## src/rtl/data_mem_arbiter.sv

```systemverilog
// Two-port arbiter/sequencer for a 4096x16 data memory: IDLE -> ACCESS -> DONE, 3 cycles per transaction.
// Requesters hold req/we/addr/wdata until their one-cycle ack; losing requests simply wait in IDLE.
module data_mem_arbiter #(
    parameter int ADDR_W     = 12,
    parameter int DATA_W     = 16,
    parameter int FIXED_PRIO = 0
) (
    input  logic              clk,
    input  logic              rst_n,
    input  logic              req0,
    input  logic              we0,
    input  logic [ADDR_W-1:0] addr0,
    input  logic [DATA_W-1:0] wdata0,
    output logic              ack0,
    output logic [DATA_W-1:0] rdata0,
    input  logic              req1,
    input  logic              we1,
    input  logic [ADDR_W-1:0] addr1,
    input  logic [DATA_W-1:0] wdata1,
    output logic              ack1,
    output logic [DATA_W-1:0] rdata1,
    output logic              mem_store,
    output logic              mem_load,
    output logic [ADDR_W-1:0] mem_addr,
    output logic [DATA_W-1:0] mem_wdata,
    input  logic [DATA_W-1:0] mem_rdata,
    output logic              busy
);
    typedef enum logic [1:0] {ST_IDLE, ST_ACCESS, ST_DONE} state_t;

    state_t              r_state;
    state_t              w_state_nxt;
    logic                r_owner;
    logic                r_last_owner;
    logic                r_we;
    logic [ADDR_W-1:0]   r_addr;
    logic [DATA_W-1:0]   r_wdata;
    logic [DATA_W-1:0]   r_rdata0;
    logic [DATA_W-1:0]   r_rdata1;
    logic                w_grant1;

    // On a tie, round-robin hands the grant to whichever port did not own the last transaction.
    always_comb begin
        w_grant1 = 1'b0;
        if (req1 && !req0) begin
            w_grant1 = 1'b1;
        end else if (req1 && req0) begin
            w_grant1 = (FIXED_PRIO == 0) ? !r_last_owner : 1'b0;
        end
    end

    always_comb begin
        w_state_nxt = r_state;
        mem_store   = 1'b0;
        mem_load    = 1'b0;
        mem_addr    = '0;
        mem_wdata   = '0;
        ack0        = 1'b0;
        ack1        = 1'b0;
        case (r_state)
            ST_IDLE: begin
                if (req0 || req1) w_state_nxt = ST_ACCESS;
            end
            ST_ACCESS: begin
                mem_store   = r_we;
                mem_load    = !r_we;
                mem_addr    = r_addr;
                mem_wdata   = r_wdata;
                w_state_nxt = ST_DONE;
            end
            ST_DONE: begin
                ack0        = !r_owner;
                ack1        = r_owner;
                w_state_nxt = ST_IDLE;
            end
            default: w_state_nxt = ST_IDLE;
        endcase
    end

    always_ff @(posedge clk) begin
        if (!rst_n) begin
            r_state      <= ST_IDLE;
            r_owner      <= 1'b0;
            r_last_owner <= 1'b1;
            r_we         <= 1'b0;
            r_addr       <= '0;
            r_wdata      <= '0;
            r_rdata0     <= '0;
            r_rdata1     <= '0;
        end else begin
            r_state <= w_state_nxt;
            if (r_state == ST_IDLE && (req0 || req1)) begin
                r_owner <= w_grant1;
                r_we    <= w_grant1 ? we1    : we0;
                r_addr  <= w_grant1 ? addr1  : addr0;
                r_wdata <= w_grant1 ? wdata1 : wdata0;
            end
            // Memory read is combinational, so load data is captured on the edge that ends ACCESS.
            if (r_state == ST_ACCESS && !r_we) begin
                if (r_owner) r_rdata1 <= mem_rdata;
                else         r_rdata0 <= mem_rdata;
            end
            if (r_state == ST_DONE) r_last_owner <= r_owner;
        end
    end

    assign busy   = (r_state != ST_IDLE);
    assign rdata0 = r_rdata0;
    assign rdata1 = r_rdata1;
endmodule
```

## config.mk

```make
export PLATFORM = sky130hd
export DESIGN_NAME = data_mem_arbiter
export DESIGN_NICKNAME = d
export VERILOG_FILES = /design/src/rtl/data_mem_arbiter.sv
export SDC_FILE = /design/constraint.sdc
export NUM_CORES = 1
export LEC_CHECK = 0
export CORE_AREA = 5 5 88 90
export DETAILED_ROUTE_END_ITERATION = 6
export DIE_AREA = 0 0 93 95
export PLACE_DENSITY = 0.8
export RECOVER_POWER = 100
export REMOVE_ABC_BUFFERS = 1
export SLEW_MARGIN = 20
export SYNTH_ARGS = -nofsm -noshare
export SYNTH_HDL_FRONTEND = slang
export SYNTH_SLANG_ARGS = --single-unit
```

## constraint.sdc

```tcl
create_clock -name clk -period 3.3 [get_ports clk]
set_clock_uncertainty 0.1 [all_clocks]
set_input_delay 0.99 -clock clk [delete_from_list [all_inputs] [get_ports clk]]
set_output_delay 0.99 -clock clk [all_outputs]
set_load 0.02 [all_outputs]
```

==> flow_summary.yaml, run 1 <==
timing:
  rsz0062_at_grt: "false"
  final-setup-viol-count: 0
  period_needed_ps: 3166
  finalHoldViolations: 0
  slew_viol_final: 0
  period_share_pct: 95.93
  clock.fmax_mhz: 315.9
  setup_tns_ps: 0
  slew_headroom_pct: 25.64
  tightest_slew_ps: 1115
  fin_worst_hold_slack_ps: 353.7
clock_tree:
  clk_root_buffer_cell: "clkbuf_8"
  cts_setup_buffers: 0
  worst_skew_pair.late_latency_ps: 340
  cts.reportedPaths.clkPinSlew_ps: 70
  cts-hold-fix-buffers: 0
  tritoncts.num_buffers: 9
  cts_tree: "yes"
  post_cts_resize_count: 0
  cts_htree_levels: 3
  clock_sink_count: 65
  clk_path_buf_depth: 2
die:
  core_area_sq_um: 6982
  num_rows: 31
  start_util_pct: 41.88
  floorplan.io_pins: 143
  die_w_microns: 93
  dieHeight_microns: 95
  design.die.area_sq_um: 8835
worst_setup_path:
  end_kind: "primary output"
  crit_type: "flop to primary output"
  cp.buffers_inverters: 2
  number_of_cells_on_the_critical_path: 4
  critPathMaxFanout: 29
  worstSetupStartpoint: "r_state[0]"
  crit_path_top_delay_cell: "clkdlybuf4s50_1"
  endpoint: "mem_wdata[10]"
  timing.reg2reg.worst_path_depth: 3
  data_arrival_critical_path_ps: 2080
  ff2ff_setup_slack_ps: 1380
  critical-path-top-delay-family: "buffers and inverters"
  timing.rr.end: "rdata0[15]"
  crit_chain: "nor2b_1 -> buf_12 -> and2_0 -> clkdlybuf4s50_1"
  timing.rr.start: "r_we"
  max_stage_delay_ps: 630
  critPathRequiredTime_ps: 2210
  setup.worst_path.start_class: "flop"
grt:
  antenna_found_initial: 0
  number_of_global_route_vias_before_repair: 2909
  grt_first_pass_wirelength_microns: 14200
  grt_start_max_net_pins: 66
  grt_remaining_overflow: 0
  groute.usage.overall_pct: 20.34
synthesis:
  synth_top_cells_by_count: "nand2_1 (91), dfxtp_1 (65), nand3_1 (32)"
  synthTopCellsByArea: "dfxtp_1 (45%), nand2_1 (12%), and2_1 (6.4%)"
  part_of_the_yosys_area_used_for_sequential_elements_pct: 44.50
  synth_edf_count: 0
  synthArstFlopShare_pct: 0
  post-synth-top-area-fraction_pct: 44.50
  post_synth_inst_count: 363
  mappedNetlistArea_sq_um: 2924
  post-synth-top-count-cell: "nand2_1"
  ys_warn_count: 0
  yosysUniqueCellTypes: 29
  netlist.top_cell.by_area: "dfxtp_1"
  syn-mean-instance-area_sq_um: 8.055
  synth-seq-cells: 65
  synth_flop_cell: "dfxtp_1"
drt:
  antenna_violating_nets_post_route: 0
  initialDrtViolationCount: 92
  viasPerCell: 5.221
  detail_route.wirelength_microns: 8796
  detailroute.via_count: 3002
  drt-wirelength-per-cell_microns: 15.30
  drt-pass1-iter-count: 4
  drc_errors: 0
pwr:
  power.static_leakage_uw: 0.001830
  ir_worst_vdd_mv: 0.1928
  powerDensity_nw_per_um2: 420.4
  total_power_draw_uw: 1874
job:
  cap_viol_max_count: 0
layout:
  area_growth_syn_to_layout_pct: 52.42
  proportion_of_layout_cells_with_a_drive_suffix_above_1_pct: 6.288
  design.final.nets: 566
  fin_cells: 575
  n_antenna_cell: 0
  final_cell_area_sq_um: 4457
placement:
  dp_hpwl_microns: 6240
  placed_cell_area_sq_um: 4335
  place_congestion: 0.8565
  numPortBuffers: 142
  dp_cells: 559
status:
  outcome: "complete, no violations"
min_path:
  worst_hold_path_type: "flop to flop"
-- power breakdown --
group,total [uW],switching [uW],internal (uW),leakage [uW]
Sequential,879,33.5,845,0.000533
Clock,577,310,267,0.0000818
Combinational,418,212,205,0.00121
-- through the flow --
step	utilization, %	setup slack, ps
after CTS	64.43	164.0
after global routing	63.84	39.51
final	63.84	134.2
after detailed placement	62.10	547.9
after global placement	62.10	598.8
after floorplan	-	18.53
-- cells in the final DEF (no fill, tap or decap), types with 6 or more instances in the layout --
| master | n |
|---|---|
| clkdlybuf4s50_1 | 83 |
| nand3_1 | 32 |
| and2_1 | 26 |
| a311oi_1 | 25 |
| buf_4 | 6 |
| dlygate4sd3_1 | 58 |
| dfxtp_1 | 65 |
| a21oi_1 | 30 |
| clkbuf_8 | 9 |
| nand2_1 | 91 |
| o21ai_0 | 32 |
-- worst register-to-register path: cells and delay by family, from the launching register on --
family	cells	cell delay, ps
flip-flops	1	350
AND/OR/NAND/NOR	2	1200
AO/OA/AOI/OAI	1	120
-- worst min path at each step --
stage	start	endpoint	slack [ps]	cells after the start
2_1_floorplan	r_last_owner	r_last_owner	350	1
3_3_place_gp	rdata0[15]	rdata0[15]	340	2
3_5_place_dp	rdata0[0]	rdata0[0]	350	2
4_1_cts	rdata0[0]	rdata0[0]	360	2
5_1_grt	rdata1[0]	rdata1[0]	370	2
6_report	rdata1[0]	rdata1[0]	350	2
-- cell type report --
class	instances	area, sq um
timing repair buffer	150	1485
clock buffer	10	127.6
multi-input combinational	259	1394
sequential	65	1301
inverter	3	11.26
fill	599	2525
clock inverter	6	35.03
tap	82	102.6
-- cell families (layout without fill, tap and decap cells) --
| logic type | count (synthesis) | count (layout) | share of synthesized area (%) |
|---|---|---|---|
| AND/OR/NAND/NOR | 164 | 164 | 26.15 |
| flip-flops | 65 | 65 | 44.50 |
| AO/OA/AOI/OAI | 95 | 95 | 22.59 |
| buffers and inverters | 39 | 169 | 6.761 |
-- flip-flops by register name, indices dropped and copies added (netlist names) --
name,cells
r_state,2
r_we,1
r_last_owner,1
r_wdata,16
rdata0,16
r_owner,1
r_addr,12
rdata1,16
-- metal layers --
layer	track usage [%]	wire [microns]	vias up
met1	24.76	3819	1342
met5	0	0	-
met3	10.12	1020	17
met4	7.570	148	0
li1	-	-	1503
met2	30.95	3808	140
(Power assumes the default switching activity.)
==> run 2, diff against run 1 <==
- CTS_BUF_LIST: unset -> sky130_fd_sc_hd__clkbuf_16
==> flow_summary.yaml, run 2 (synthesized netlist as in run 1, its figures left out) <==
status:
  outcome: "complete, no violations"
pwr:
  powerDensity_nw_per_um2: 466.1
  ir_worst_vdd_mv: 0.2809
  power.static_leakage_uw: 0.001904
drt:
  viasPerCell: 5.266
  detailroute.via_count: 3028
  antenna_violating_nets_post_route: 0
  drt-wirelength-per-cell_microns: 15.34
  drt-pass1-iter-count: 4
  initialDrtViolationCount: 87
  drc_errors: 0
  detail_route.wirelength_microns: 8823
job:
  cap_viol_max_count: 0
layout:
  area_growth_syn_to_layout_pct: 55.88
  commonest_cells_after_routing_fill_and_taps_aside: "nand2_1 (91), clkdlybuf4s50_1 (77), dfxtp_1 (65), dlygate4sd3_1 (64)"
  final_cell_area_sq_um: 4558
  proportion_of_layout_cells_with_a_drive_suffix_above_1_pct: 6.288
  n_antenna_cell: 0
  fillerInstances: 583
  final_common_cell: "nand2_1"
  design.final.nets: 566
clock_tree:
  cts.reportedPaths.clkPinSlew_ps: 50
  cts_setup_buffers: 0
  clk_root_buffer_cell: "clkbuf_16"
  tritoncts.num_buffers: 9
  cts_tree: "yes"
  worst_skew_pair.late_latency_ps: 320
  clk_path_buf_depth: 2
  post_cts_resize_count: 0
  cts-hold-fix-buffers: 0
  clock_sink_count: 65
  cts_htree_levels: 3
timing:
  tightest_slew_ps: 1105
  slew_headroom_pct: 26.30
  slew_viol_final: 0
  clock.fmax_mhz: 320.1
  rsz0062_at_grt: "false"
  final-setup-viol-count: 0
  setup_tns_ps: 0
  finalHoldViolations: 0
  period_share_pct: 94.67
  period_needed_ps: 3124
placement:
  numPortBuffers: 142
  place_congestion: 0.8565
  dp_hpwl_microns: 6240
  placed_cell_area_sq_um: 4335
worst_setup_path:
  critPathMaxFanout: 29
  data_arrival_critical_path_ps: 2030
  critPathRequiredTime_ps: 2210
  setup.worst_path.start_class: "flop"
  timing.reg2reg.worst_path_depth: 3
  crit_type: "flop to primary output"
  end_kind: "primary output"
grt:
  grt_remaining_overflow: 0
  groute.usage.overall_pct: 20.29
  grt_start_max_net_pins: 66
  grt_first_pass_wirelength_microns: 14320
  antenna_found_initial: 0
  number_of_global_route_vias_before_repair: 2950
die:
  floorplan.io_pins: 143
  dieHeight_microns: 95
  core_area_sq_um: 6982
  num_rows: 31
  die_w_microns: 93
  design.die.area_sq_um: 8835
  start_util_pct: 41.88
min_path:
  worst_hold_path_type: "flop to flop"
  hold-path-cell-count: 2
run 2: cell types whose count changed in the layout (fill, tap and decap cells not counted), sizes merged:
cell           change
dlygate4sd3        +6
inv                +1
clkdlybuf4s50      -6
clkbuf             -1
run 2: through the flow:
stage	setup WS (ps)	std cells	utilization [%]	hold WS [ps]	power (uW)
2_1_floorplan	18.53	327	-	354.9	1098
3_3_place_gp	598.8	559	62.10	344.8	1332
3_5_place_dp	547.9	559	62.10	350.0	1338
4_1_cts	190.9	575	65.88	357.7	2177
5_1_grt	59.39	575	65.29	367.2	2229
6_report	175.8	575	65.29	350.9	2124
run 2: layer usage:
| layer | GRT usage, % | wire, microns | up-vias |
|---|---|---|---|
| met5 | 0 | 0 | - |
| met4 | 8.913 | 142 | 0 |
| met3 | 8.526 | 948 | 17 |
| met2 | 31.61 | 3876 | 148 |
| met1 | 24.51 | 3855 | 1361 |
| li1 | - | - | 1502 |
run 2: cell type report:
type / count / area [sq um] / area share (%)
timing repair buffer: 150 / 1485 / 32.58
multi-input combinational: 259 / 1394 / 30.58
sequential: 65 / 1301 / 28.55
clock buffer: 9 / 225.2 / 4.941
tap: 82 / 102.6 / 2.251
clock inverter: 7 / 38.79 / 0.8509
inverter: 3 / 11.26 / 0.2470
run 2: critical path: stages, from the launching register on:
cell and delay (ps):
dfxtp_1 370, nor2b_1 300, buf_12 200, and2_1 160, dlygate4sd3_1 680
run 2: power by group:
part / leakage (uW) / switching (uW) / internal, uW
combinational: 0.00124 / 212 / 204
clock: 0.000132 / 329 / 499
sequential: 0.000533 / 33.7 / 847
run 2: final timing paths:
path                    from  slack, ps          end
setup / recovery  r_state[0]        180  mem_addr[9]
hold / removal     rdata1[0]        350    rdata1[0]
setup reg to reg        r_we       1390   rdata0[15]
hold reg to reg    rdata1[0]        350    rdata1[0]
